## config.mk

```make
export PLATFORM = sky130hd
export DESIGN_NAME = keypad_scan_entry
export DESIGN_NICKNAME = d
export VERILOG_FILES = /design/src/rtl/keypad_pkg.sv /design/src/rtl/keypad_stable_cnt.sv /design/src/rtl/keypad_scan_entry.sv
export SDC_FILE = /design/constraint.sdc
export NUM_CORES = 1
export LEC_CHECK = 0
export ABC_CLOCK_PERIOD_IN_PS = 2000
export BUFFER_PORTS_ARGS = -buffer_cell sky130_fd_sc_hd__buf_2
export CORE_MARGIN = 2
export CORE_UTILIZATION = 53
export DETAILED_ROUTE_END_ITERATION = 8
export GPL_ROUTABILITY_DRIVEN = 0
export GPL_TIMING_DRIVEN = 0
export PLACE_DENSITY = 0.76
export SKIP_CTS_REPAIR_TIMING = 1
export SLEW_MARGIN = 20
export SYNTH_ARGS = -nofsm -noshare
export SYNTH_HDL_FRONTEND = slang
export SYNTH_SLANG_ARGS = --single-unit
```

## constraint.sdc

```tcl
create_clock -name clk -period 2 [get_ports clk]
set_input_delay 0.2 -clock clk [delete_from_list [all_inputs] [get_ports clk]]
set_output_delay 0.2 -clock clk [all_outputs]
set_load 0.03 [all_outputs]
```

## src/rtl/keypad_pkg.sv

```systemverilog
// Shared types and helpers for the matrix keypad front end: FSM state encoding,
// lowest-set-bit resolver and the default 4x4 hex legend for downstream encoders.
package keypad_pkg;

  typedef enum logic [2:0] {
    ST_SCAN     = 3'd0,
    ST_DEBOUNCE = 3'd1,
    ST_HELD     = 3'd2,
    ST_RELEASE  = 3'd3,
    ST_REPEAT   = 3'd4
  } scan_state_t;

  localparam int STATE_W = 3;

  // Indexed by row*4+col: 1 2 3 A / 4 5 6 B / 7 8 9 C / * 0 # D  (* = E, # = F)
  localparam logic [15:0][3:0] KEY_HEX_MAP = {
    4'hD, 4'hF, 4'h0, 4'hE,
    4'hC, 4'h9, 4'h8, 4'h7,
    4'hB, 4'h6, 4'h5, 4'h4,
    4'hA, 4'h3, 4'h2, 4'h1
  };

  function automatic int lowest_set(input logic [31:0] v);
    lowest_set = 0;
    for (int i = 31; i >= 0; i--) begin
      if (v[i]) lowest_set = i;
    end
  endfunction

endpackage

```

## src/rtl/keypad_stable_cnt.sv

```systemverilog
// Saturating stability counter; done holds once DB_CYCLES-1 consecutive increments
// have been seen since the last clear.
module keypad_stable_cnt #(
  parameter int DB_CYCLES = 600
) (
  input  logic clk,
  input  logic rstn,
  input  logic clr,
  input  logic inc,
  output logic done
);
  localparam int CW = (DB_CYCLES > 1) ? $clog2(DB_CYCLES + 1) : 1;

  logic [CW-1:0] cnt_q, cnt_d;

  assign done = (cnt_q == CW'(DB_CYCLES - 1));

  always_comb begin
    cnt_d = cnt_q;
    if (clr)              cnt_d = '0;
    else if (inc && !done) cnt_d = cnt_q + CW'(1);
  end

  always_ff @(posedge clk or negedge rstn) begin
    if (!rstn) cnt_q <= '0;
    else       cnt_q <= cnt_d;
  end

endmodule

```

## src/rtl/keypad_scan_entry.sv

```systemverilog
// R x C keypad scanner with column synchroniser, press/release debounce and a
// DIGITS-deep key history. Define KEY_REPEAT_EN to add auto-repeat while a key is held.
module keypad_scan_entry
  import keypad_pkg::*;
#(
  parameter int ROWS      = 4,
  parameter int COLS      = 4,
  parameter int DIGITS    = 2,
  parameter int SCAN_DIV  = 6000,
  parameter int DB_CYCLES = 600,
`ifdef KEY_REPEAT_EN
  parameter int REPEAT_DLY = 3_000_000,
  parameter int REPEAT_PER = 600_000,
`endif
  localparam int KW = $clog2(ROWS*COLS)
) (
  input  logic                 clk,
  input  logic                 rstn,
  input  logic [COLS-1:0]      col_i,
  output logic [ROWS-1:0]      row_o,
  output logic                 key_valid_o,
  output logic [KW-1:0]        key_idx_o,
  output logic [DIGITS*KW-1:0] hist_o,
  output logic [DIGITS-1:0]    hist_vld_o,
  output logic [2:0]           state_o
);
  localparam int RW = $clog2(ROWS);
  localparam int SW = $clog2(SCAN_DIV);
  localparam int HW = DIGITS*KW;

  logic [COLS-1:0]   sync1_q, sync2_q, col_s;
  scan_state_t       state_q, state_d;
  logic [RW-1:0]     row_q, row_d, nxt_row;
  logic [ROWS-1:0]   row_o_q, row_o_d;
  logic [SW-1:0]     scan_cnt_q, scan_cnt_d;
  logic [COLS-1:0]   cap_q, cap_d;
  logic              key_vld_q, key_vld_d;
  logic [KW-1:0]     key_idx_q, key_idx_d, key_new;
  logic [HW-1:0]     hist_q, hist_d;
  logic [DIGITS-1:0] hist_vld_q, hist_vld_d;
  logic              accept, db_clr, db_inc, db_done;

`ifdef KEY_REPEAT_EN
  localparam int RPMAX = (REPEAT_DLY > REPEAT_PER) ? REPEAT_DLY : REPEAT_PER;
  localparam int RPW   = $clog2(RPMAX + 1);
  logic [RPW-1:0] rep_cnt_q, rep_cnt_d;
`endif

  // Pins are pulled up; a pressed key on the driven row reads as 0.
  assign col_s   = ~sync2_q;
  assign nxt_row = (row_q == RW'(ROWS-1)) ? '0 : row_q + RW'(1);
  assign key_new = KW'(int'(row_q)*COLS + lowest_set(32'(cap_q)));

  keypad_stable_cnt #(.DB_CYCLES(DB_CYCLES)) u_stable (
    .clk  (clk),
    .rstn (rstn),
    .clr  (db_clr),
    .inc  (db_inc),
    .done (db_done)
  );

  always_comb begin
    state_d    = state_q;
    row_d      = row_q;
    scan_cnt_d = scan_cnt_q;
    cap_d      = cap_q;
    accept     = 1'b0;
    db_clr     = 1'b0;
    db_inc     = 1'b0;
`ifdef KEY_REPEAT_EN
    rep_cnt_d  = rep_cnt_q;
`endif
    case (state_q)
      ST_SCAN: begin
        // Sample only on the last cycle so the row has settled through the synchroniser.
        if (scan_cnt_q == SW'(SCAN_DIV-1)) begin
          scan_cnt_d = '0;
          if (col_s == '0) row_d = nxt_row;
          else begin
            cap_d   = col_s;
            db_clr  = 1'b1;
            state_d = ST_DEBOUNCE;
          end
        end else begin
          scan_cnt_d = scan_cnt_q + SW'(1);
        end
      end
      ST_DEBOUNCE: begin
        if (col_s == '0) begin
          state_d = ST_SCAN;
          row_d   = nxt_row;
        end else if (col_s != cap_q) begin
          cap_d  = col_s;
          db_clr = 1'b1;
        end else if (db_done) begin
          accept  = 1'b1;
          state_d = ST_HELD;
`ifdef KEY_REPEAT_EN
          rep_cnt_d = '0;
`endif
        end else begin
          db_inc = 1'b1;
        end
      end
      ST_HELD: begin
        if (col_s == '0) begin
          state_d = ST_RELEASE;
          db_clr  = 1'b1;
        end
`ifdef KEY_REPEAT_EN
        else if (rep_cnt_q == RPW'(REPEAT_DLY-1)) begin
          state_d   = ST_REPEAT;
          rep_cnt_d = '0;
        end else begin
          rep_cnt_d = rep_cnt_q + RPW'(1);
        end
`endif
      end
      ST_RELEASE: begin
        if (col_s != '0) begin
          state_d = ST_HELD;
`ifdef KEY_REPEAT_EN
          rep_cnt_d = '0;
`endif
        end else if (db_done) begin
          state_d = ST_SCAN;
          row_d   = nxt_row;
        end else begin
          db_inc = 1'b1;
        end
      end
`ifdef KEY_REPEAT_EN
      ST_REPEAT: begin
        if (col_s == '0) begin
          state_d = ST_RELEASE;
          db_clr  = 1'b1;
        end else if (rep_cnt_q == RPW'(REPEAT_PER-1)) begin
          accept    = 1'b1;
          rep_cnt_d = '0;
        end else begin
          rep_cnt_d = rep_cnt_q + RPW'(1);
        end
      end
`endif
      default: state_d = ST_SCAN;
    endcase

    row_o_d    = ~(ROWS'(1) << row_d);
    key_vld_d  = accept;
    key_idx_d  = accept ? key_new : key_idx_q;
    hist_d     = accept ? HW'({hist_q, key_new}) : hist_q;
    hist_vld_d = accept ? DIGITS'({hist_vld_q, 1'b1}) : hist_vld_q;
  end

  always_ff @(posedge clk or negedge rstn) begin
    if (!rstn) begin
      sync1_q    <= '1;
      sync2_q    <= '1;
      state_q    <= ST_SCAN;
      row_q      <= '0;
      row_o_q    <= ~ROWS'(1);
      scan_cnt_q <= '0;
      cap_q      <= '0;
      key_vld_q  <= 1'b0;
      key_idx_q  <= '0;
      hist_q     <= '0;
      hist_vld_q <= '0;
`ifdef KEY_REPEAT_EN
      rep_cnt_q  <= '0;
`endif
    end else begin
      sync1_q    <= col_i;
      sync2_q    <= sync1_q;
      state_q    <= state_d;
      row_q      <= row_d;
      row_o_q    <= row_o_d;
      scan_cnt_q <= scan_cnt_d;
      cap_q      <= cap_d;
      key_vld_q  <= key_vld_d;
      key_idx_q  <= key_idx_d;
      hist_q     <= hist_d;
      hist_vld_q <= hist_vld_d;
`ifdef KEY_REPEAT_EN
      rep_cnt_q  <= rep_cnt_d;
`endif
    end
  end

  assign row_o       = row_o_q;
  assign key_valid_o = key_vld_q;
  assign key_idx_o   = key_idx_q;
  assign hist_o      = hist_q;
  assign hist_vld_o  = hist_vld_q;
  assign state_o     = state_q;

endmodule
```

# Word level (Yosys, flattened, before mapping)
# Cells that the tools add are included.
# W data, S select, Z words.
[totals]
output_inout_bits = 22
register_bits = 59
word_cells = 85
input_bits = 6
[classes]
n_eq_ne = 15
muxes = 42
reduce_logical = 9
shifts = 1
bitwise_logic = 2
n_addsub = 4
[op_table]
columns = ["operator", "count"]
rows = [
  ["$mux W3", 8],
  ["$mux W4", 6],
  ["$mux W10", 2],
  ["$mux W2", 7],
  ["$add A13 B1 Y13 const B", 1],
  ["$eq A13 B13 Y1 const B", 1],
  ["$mux W1", 13],
  ["$mux W13", 1],
  ["$pmux W3 S4", 1],
  ["$add A10 B1 Y10 const B", 1],
  ["$eq A10 B10 Y1 const B", 1],
  ["$ne A2 B2 Y1 const B", 5],
  ["$not A4 Y4", 2],
  ["$pmux W4 S2", 1],
  ["$eq A3 B2 Y1 const B", 2],
  ["$ne A3 B2 Y1 const B", 2],
  ["$pmux W2 S3", 1],
  ["$reduce_and A6 Y1", 1],
  ["$reduce_and A5 Y1", 1],
  ["$add A4 B4 Y4", 1],
  ["$logic_not A4 Y1", 1],
  ["$ne A4 B4 Y1", 1],
  ["$reduce_bool A2 Y1", 2],
  ["$reduce_bool A4 Y1", 1],
  ["10 further kinds", 10],
]

# Depth between registers and ports, before layout
# Gate-level depths: netlist of the first run.
[depth]
ltp_word = 8
depth_mapped = 8

# Cells and area by module
# A second synthesis of the first run with hierarchy kept.
[hier_totals]
hier_cells = 243
area_unflattened_um2 = 2558.7
[modules_own_cells]
columns = ["module", "instances", "area_per_inst_um2", "cells_each", "seq_area_each_um2"]
rows = [
  ["keypad_scan_entry", 1, 1973.1, 178, 1114.8],
  ["keypad_stable_cnt", 1, 585.6, 65, 250.2],
]

# Worst setup path before layout of the first run
# OpenSTA, ideal clock, no wires.
[synth_timing]
kind = "reg2reg"
startpoint = "reg with a tool-made name"
endpoint = "reg u_stable.cnt_q[1]"
path_buffers = 3
path_stages_with_launch = 9
slack_ns = -0.021
setup_ns = 0.130
arrival_time_ns = 1.891
required_time_ns = 1.870
path_cell_list = "dfrtp_1 -> buf_2 -> or3b_1 -> buf_2 -> nor4_4 -> o21ai_1 -> buf_2 -> o2111ai_1 -> o31ai_1"
[synth_lines]
columns = ["item", "line_no", "rtl"]
rows = [
  ["to (signal assigned)", "keypad_stable_cnt.sv:26", "else cnt_q <= cnt_d;"],
  ["to (decl)", "keypad_stable_cnt.sv:14", "logic [CW-1:0] cnt_q, cnt_d;"],
]

# Final worst setup path of the first run
[layout_timing]
startpoint = "reg sync2_q[1]"
endpoint = "reg u_stable.cnt_q[5]"
[layout_via]
elab_chain_len = 7
[layout_rtl]
columns = ["item", "line_no", "rtl"]
rows = [
  ["from (decl)", "keypad_scan_entry.sv:31", "logic [COLS-1:0] sync1_q, sync2_q, col_s;"],
  ["from (signal assigned)", "keypad_scan_entry.sv:173", "sync2_q <= sync1_q;"],
  ["$not A4 Y4 *", "keypad_scan_entry.sv:50", "assign col_s = ~sync2_q;"],
  ["$ne A4 B4 Y1", "keypad_scan_entry.sv:92", "end else if (col_s != cap_q) begin"],
  ["$mux W1", "keypad_scan_entry.sv:92", ""],
  ["$mux W1", "keypad_scan_entry.sv:89", "if (col_s == '0) begin"],
  ["$pmux W1 S2", "keypad_scan_entry.sv:73", "case (state_q)"],
  ["$logic_and A1 B1 Y1", "keypad_stable_cnt.sv:21", "else if (inc && !done) cnt_d = cnt_q + CW'(1);"],
  ["$reduce_bool A2 Y1 (no source line)", "n/a", ""],
]
# Mark *: on every way between the ends. The rest lies on a longest branch, timed or not.
# A chain may end at the register's enable or synchronous reset.

==> implementation parameters, run 1 <==
Parameter                              Value

STA
  Post-route clock period utilization    1.002
  Transition at the pin with the smallest max-transition slack    650.9 ps
  Setup-violating endpoint count in the final report    1
  Final Max Tran Viols    0
  Final setup skew    3.101 ps
  Setup repair after global routing missed its margin    yes
  Worst Setup Slack, final    -4.085 ps
  Normalized max-slew margin    0.5661
  Final worst path period need    between 2000 and 2500 ps
  Achievable frequency    between 400 and 500 MHz
  Count of endpoints failing hold in the final timing report    0
  Worst hold slack    roughly 360 ps

Pwr
  Int Pwr    1.481 mW
  Gate power share    0.026
  Share of total power in the clock network    0.374
  Sequential cell fraction of total power    0.600
  Leakage power    1.507 nW
  Worst voltage drop across the vdd grid    0.5555 mV
  Total power density per cell area    571.2 mW/mm²
  Net Sw Frac    0.2019
  Switching power total    0.3745 mW
  Post-route total power    1.855 mW

Routing
  1st-iter DRT viols    98
  Via density per instance    5.500
  Top layer used by detailed routing    met4
  Count of antenna-violating nets left after detailed routing    0
  Post-Route M1 WL    2.454 mm
  Met3 wirelength from detailed routing    between 200 and 250 µm
  DR DRC count    0
  Via count of the routed design    just over 2,000
  Sum of routed wire length over all layers    5.209 mm
  WL/cell    14.23 µm
  Routed length on met2    2.524 mm
  Initial DRT Pass Iterations    4

Floorplan
  Core Area    0.004817 mm²
  Die width    roughly 75 µm
  Effective utilization at floorplan    0.5595
  Die Y-Extent    75.31 µm
  Full die area    around 0.0057 mm²
  Site row count    25
  Total I/O pin count    28

Critical path
  Category of the critical setup timing path    reg -> reg
  Largest stage delay, worst path    between 500 and 600 ps
  Crit path required time    about 2200 ps
  Critical Path Start Type    flip-flop
  Crit path buf inv count    1
  Critical path cell sequence    xor2_1 -> and4_1 -> buf_6 -> a21oi_2 -> or4_1 -> a21oi_1
  Category of cells accounting for the largest share of critical-path delay    simple AND/OR/NAND/NOR gates
  Largest fanout of any net on the critical path    8
  Highest-delay cell along the critical path    dfstp_2
  Worst setup EP type    flip-flop
  Crit path arrival time    2230 ps

Hold path
  HP Class    reg -> reg

Layout
  Storage element area    0.001369 mm²
  Syn-to-layout area delta    20.52%
  Fraction of layout instances using a drive strength above 1    0.3311
  Post-route cell area    about 0.0032 mm²
  Antenna cell count    0
  Area of the multi-input gates    between 0.001 and 0.0015 mm²
  Nets    between 300 and 400
  Number of inserted filler cells in the final layout    roughly 370
  Core Util, Final    0.6743

Flow run
  Max-cap viol count    0

Yosys
  Mapped cell area    between 0.002 and 0.003 mm²
  Number of enable flip-flop cells after synthesis    0
  Number of register bits inferred by synthesis    54
  Number of distinct library cells after synthesis    49
  Share of flip-flops with an asynchronous set or reset after synthesis    1.000
  Top flip-flop cell by instance count after synthesis    dfrtp_1
  Sequential element share of the synthesized area    0.5065
  Number of warnings reported in the yosys synthesis log    0
  Mean area per synthesized cell    between 10 and 15 µm²
  Post-Syn Nets    261
  Post-synthesis instance total    around 250

Placed design
  Dpl cell area    0.002928 mm²
  Buffers on Ports    26
  Detailed placer's ending HPWL    3.343 mm
  Dpl ws    -225.6 ps

Global routing
  GRT Resource Usage Total    0.1784
  Largest net degree at the start of global routing    55
  GRT overflow    0
  First-pass GRT wire length    7.797 mm
  Vias in the first global route    1,765
  Initial antenna violation count    0

Clock network
  Number of buffers added by the clock tree synthesis step    5
  Number of buffers between clock root and the deepest sink    2
  Clock-pin slew on the worst setup and hold paths    90 ps
  Clock latency at the later pin of the worst-skew pair    300 ps
  Number of H-tree levels    2
  TritonCTS clock tree    yes
  Clock root buffer    clkbuf_8
  Clock tree sinks    54

Outcome
  Outcome    finished, violations left
  Failing checks    negative setup slack
cells by family after synthesis:
family	count (synthesis)	share of synthesized area
fa+ha+maj	3	0.01393
flops	54	0.5065
xor+xnor	15	0.04875
mux	11	0.05850
buf+inv	24	0.05060
compound gates	40	0.09517
other cells	1	0.001391
simple gates	104	0.2252
area by class of cell:
type                       count  area share
sequential                    54      0.4214
multi-input combinational    174      0.3906
timing repair buffer          41     0.07974
buffer                        13     0.03775
clock buffer                   8     0.03428
tap                           67     0.02581
inverter                       9     0.01040
worst paths after layout:
check	depth (start not counted)	slack, ps	to	start
hold reg to reg	0	360	sync2_q[1]	sync1_q[1]
setup / recovery	6	-4	u_stable.cnt_q[5]	sync2_q[1]
hold / removal	0	360	sync2_q[1]	sync1_q[1]
setup reg to reg	6	-4	u_stable.cnt_q[5]	sync2_q[1]
max in group asynchronous	2	1060	u_stable.cnt_q[3]	rstn
min in group asynchronous	2	470	scan_cnt_q[7]	rstn
synth_stat cells, types with 5 or more instances:
library cell / count / area share
dfrtp_1: 43 / 0.40
nand4_1: 6 / 0.014
nor2_1: 26 / 0.036
inv_1: 9 / 0.013
nand2_1: 16 / 0.022
xnor2_1: 6 / 0.019
o21ai_0: 6 / 0.011
nor3_1: 9 / 0.017
xor2_1: 9 / 0.029
o21ai_1: 5 / 0.0093
nand3_1: 12 / 0.022
buf_4: 6 / 0.017
dfstp_2: 11 / 0.11
mux2_4: 9 / 0.050
a31oi_1: 8 / 0.019
a21oi_1: 7 / 0.013
buf_2: 6 / 0.011
metal layers:
metal	vias to the layer above	global-route usage
met1	979	0.2496
met4	0	0.05263
met5	-	0
li1	988	-
met2	44	0.2821
met3	2	0.03836
registers in the layout (all words and copies together), names as in the netlist, named ones only:
register        flops
scan_cnt_q         13
u_stable.cnt_q     10
hist_o              5
cap_q               4
row_o               4
sync1_q             4
sync2_q             4
key_idx_o           3
hist_vld_o          2
row_q               2
key_valid_o         1
state_o             1
power by group through the flow:
| stage | combinational, mW | sequential [mW] | clock (mW) |
|---|---|---|---|
| 4_1_cts | 0.0390 | 1.11 | 0.718 |
| 5_1_grt | 0.0540 | 1.11 | 0.764 |
| 3_3_place_gp | 0.0383 | 1.13 | 0 |
| 6_report | 0.0478 | 1.11 | 0.694 |
| 3_5_place_dp | 0.0386 | 1.13 | 0 |
| 2_1_floorplan | 0.0112 | 1.13 | 0 |
layout by cell type, fill, tap and decap left out, types with 5 or more instances in the layout:
cell type / netlist / layout
a21oi_1: 7 / 5
a31oi_1: 8 / 8
buf_2: 6 / 27
buf_4: 6 / 16
clkbuf_8: 0 / 6
dfrtp_1: 43 / 40
dfstp_2: 11 / 11
dlygate4sd3_1: 0 / 5
inv_1: 9 / 9
mux2_4: 9 / 9
nand2_1: 16 / 15
nand3_1: 12 / 12
nand4_1: 6 / 6
nor2_1: 26 / 25
nor3_1: 9 / 9
o21ai_0: 6 / 6
xnor2_1: 6 / 6
xor2_1: 9 / 7
per-stage QoR:
step           TNS (ps)  instances
6_report         -4.085        366
5_1_grt          -633.1        366
4_1_cts           -3785        353
3_5_place_dp      -3048        345
3_3_place_gp      -2999        345
2_1_floorplan         0        252
(Power assumes the default switching activity.)
==> run 2: changes to the inputs <==
--- a/config.mk
+++ b/config.mk
@@ -13,6 +13,7 @@
 export GPL_ROUTABILITY_DRIVEN = 0
 export GPL_TIMING_DRIVEN = 0
 export PLACE_DENSITY = 0.76
+export REMOVE_ABC_BUFFERS = 1
 export SKIP_CTS_REPAIR_TIMING = 1
 export SLEW_MARGIN = 20
 export SYNTH_ARGS = -nofsm -noshare
==> implementation parameters, run 2 (synthesis gave the netlist of run 1 again) <==
Parameter                              Value

Outcome
  Outcome    finished, violations left
  Failing checks    negative setup slack

Critical path
  Critical path cell sequence    or4b_4 -> nor3_4 -> and4_4 -> mux2_4
  Category of the critical setup timing path    reg -> reg
  Crit path required time    2200 ps
  Critical Path Start Type    flip-flop
  Worst setup EP type    flip-flop
  Crit path buf inv count    0
  Largest stage delay, worst path    560 ps
  Largest fanout of any net on the critical path    6
  Category of cells accounting for the largest share of critical-path delay    simple AND/OR/NAND/NOR gates
  Highest-delay cell along the critical path    or4b_4
  Crit path arrival time    approximately 2300 ps

Layout
  Most used cells in the layout excluding fill and tap cells    41 x dfrtp_1, 26 x nor2_1, 25 x buf_2, 16 x buf_4, 12 x nand3_1
  Antenna cell count    0
  Most flops, register    scan_cnt_q
  Syn-to-layout area delta    18.15%
  Final non-filler cell total    360
  Nets    301
  Number of flip-flops in the largest register    13
  Number of inserted filler cells in the final layout    362
  Most common cell after layout, fill and taps aside    dfrtp_1
  Fraction of layout instances using a drive strength above 1    0.3413

Floorplan
  Effective utilization at floorplan    0.5595
  Site row count    25
  Die Y-Extent    about 75 µm
  Full die area    0.005672 mm²
  Total I/O pin count    28
  Die width    75.31 µm
  Core Area    0.004817 mm²

Routing
  DR DRC count    0
  1st-iter DRT viols    103
  Via count of the routed design    just over 2,000
  Count of antenna-violating nets left after detailed routing    0
  Sum of routed wire length over all layers    5.624 mm
  WL/cell    15.62 µm
  Via density per instance    5.725
  Initial DRT Pass Iterations    4

Clock network
  Number of H-tree levels    2
  Clock root buffer    clkbuf_8
  Clock-pin slew on the worst setup and hold paths    100 ps
  Clock tree sinks    54
  Clock latency at the later pin of the worst-skew pair    300 ps
  Number of buffers added by the clock tree synthesis step    5
  TritonCTS clock tree    yes
  Number of buffers between clock root and the deepest sink    2

Pwr
  Total power density per cell area    around 560 mW/mm²
  Leakage power    approximately 1.5 nW
  Worst voltage drop across the vdd grid    0.5529 mV
  Post-route total power    approximately 1.8 mW

STA
  Normalized max-slew margin    0.5552
  Final Max Tran Viols    0
  Setup tns final    -862.3 ps
  Worst Setup Slack, final    -113.2 ps
  Final worst path period need    between 2000 and 2500 ps
  Post-route clock period utilization    1.057
  Count of endpoints failing hold in the final timing report    0
  Setup repair after global routing missed its margin    yes
  Transition at the pin with the smallest max-transition slack    667.2 ps
  Final setup skew    roughly 6.1 ps
  Setup-violating endpoint count in the final report    9
  Achievable frequency    about 470 MHz

Placed design
  Dpl ws    -487.4 ps
  Count of placed standard cells including taps    330
  Buffers on Ports    26
  Detailed placer's ending HPWL    3.356 mm

Global routing
  GRT Resource Usage Total    0.1907
  Largest net degree at the start of global routing    55
  Vias in the first global route    1,767
  Initial antenna violation count    0
  First-pass GRT wire length    ~8 mm
  GRT overflow    0

Flow run
  Max-cap viol count    0

Hold path
  HP Class    reg -> reg
## run 2: cell types whose count changed in the layout (fill, tap and decap cells not counted), moves of 3 or more
cell and delta:
buf_6 -3, nand2_1 -4, nand2_2 +4, o21ai_1 -3, o21ai_2 +3
## run 2: final timing paths
path | startpoint | slack (ps) | depth (start not counted) | end
setup reg to reg | u_stable.cnt_q[7] | -110 | 4 | hist_o[5]
hold / removal | sync1_q[2] | 360 | 0 | sync2_q[2]
max in group asynchronous | rstn | 1040 | 2 | u_stable.cnt_q[3]
hold reg to reg | sync1_q[2] | 360 | 0 | sync2_q[2]
setup / recovery | u_stable.cnt_q[7] | -110 | 4 | hist_o[5]
min in group asynchronous | rstn | 470 | 2 | scan_cnt_q[4]
## run 2: layout make-up
type | count | area (µm²) | area share
inverter | 9 | 33.78 | 0.01061
timing repair buffer | 47 | 306.5 | 0.09627
clock buffer | 5 | 68.82 | 0.02161
tap | 67 | 83.83 | 0.02633
multi-input combinational | 175 | 1303 | 0.4090
clock inverter | 3 | 21.27 | 0.006680
sequential | 54 | 1368 | 0.4295
## run 2: worst register-to-register path: stages (launching register included)
cell and delay (ps):
dfrtp_1 420, or4b_4 560, nor3_4 350, and4_4 370, mux2_4 320
## run 2: metal layers
layer	up-vias	routed length, µm	global-route usage
li1	974	-	-
met1	1018	2587	0.2637
met2	65	2741	0.3063
met3	4	250	0.04762
met4	0	45	0.04483
met5	-	0	0
## run 2: metrics by stage
step | hold slack [ps] | instance area, µm² | utilization
after global routing | 363.4 | 3184 | 0.6610
final | 360.7 | 3184 | 0.6610
after global placement | 305.2 | 2806 | 0.5826
after floorplan | -95.59 | 2592 | -
after detailed placement | 275.0 | 2809 | 0.5831
after CTS | -59.85 | 2899 | 0.6018
## run 2: where the power goes
| part | internal, mW | switching (mW) |
|---|---|---|
| Combinational | 0.0164 | 0.0329 |
| Clock | 0.247 | 0.368 |
| Sequential | 1.11 | 0.00816 |
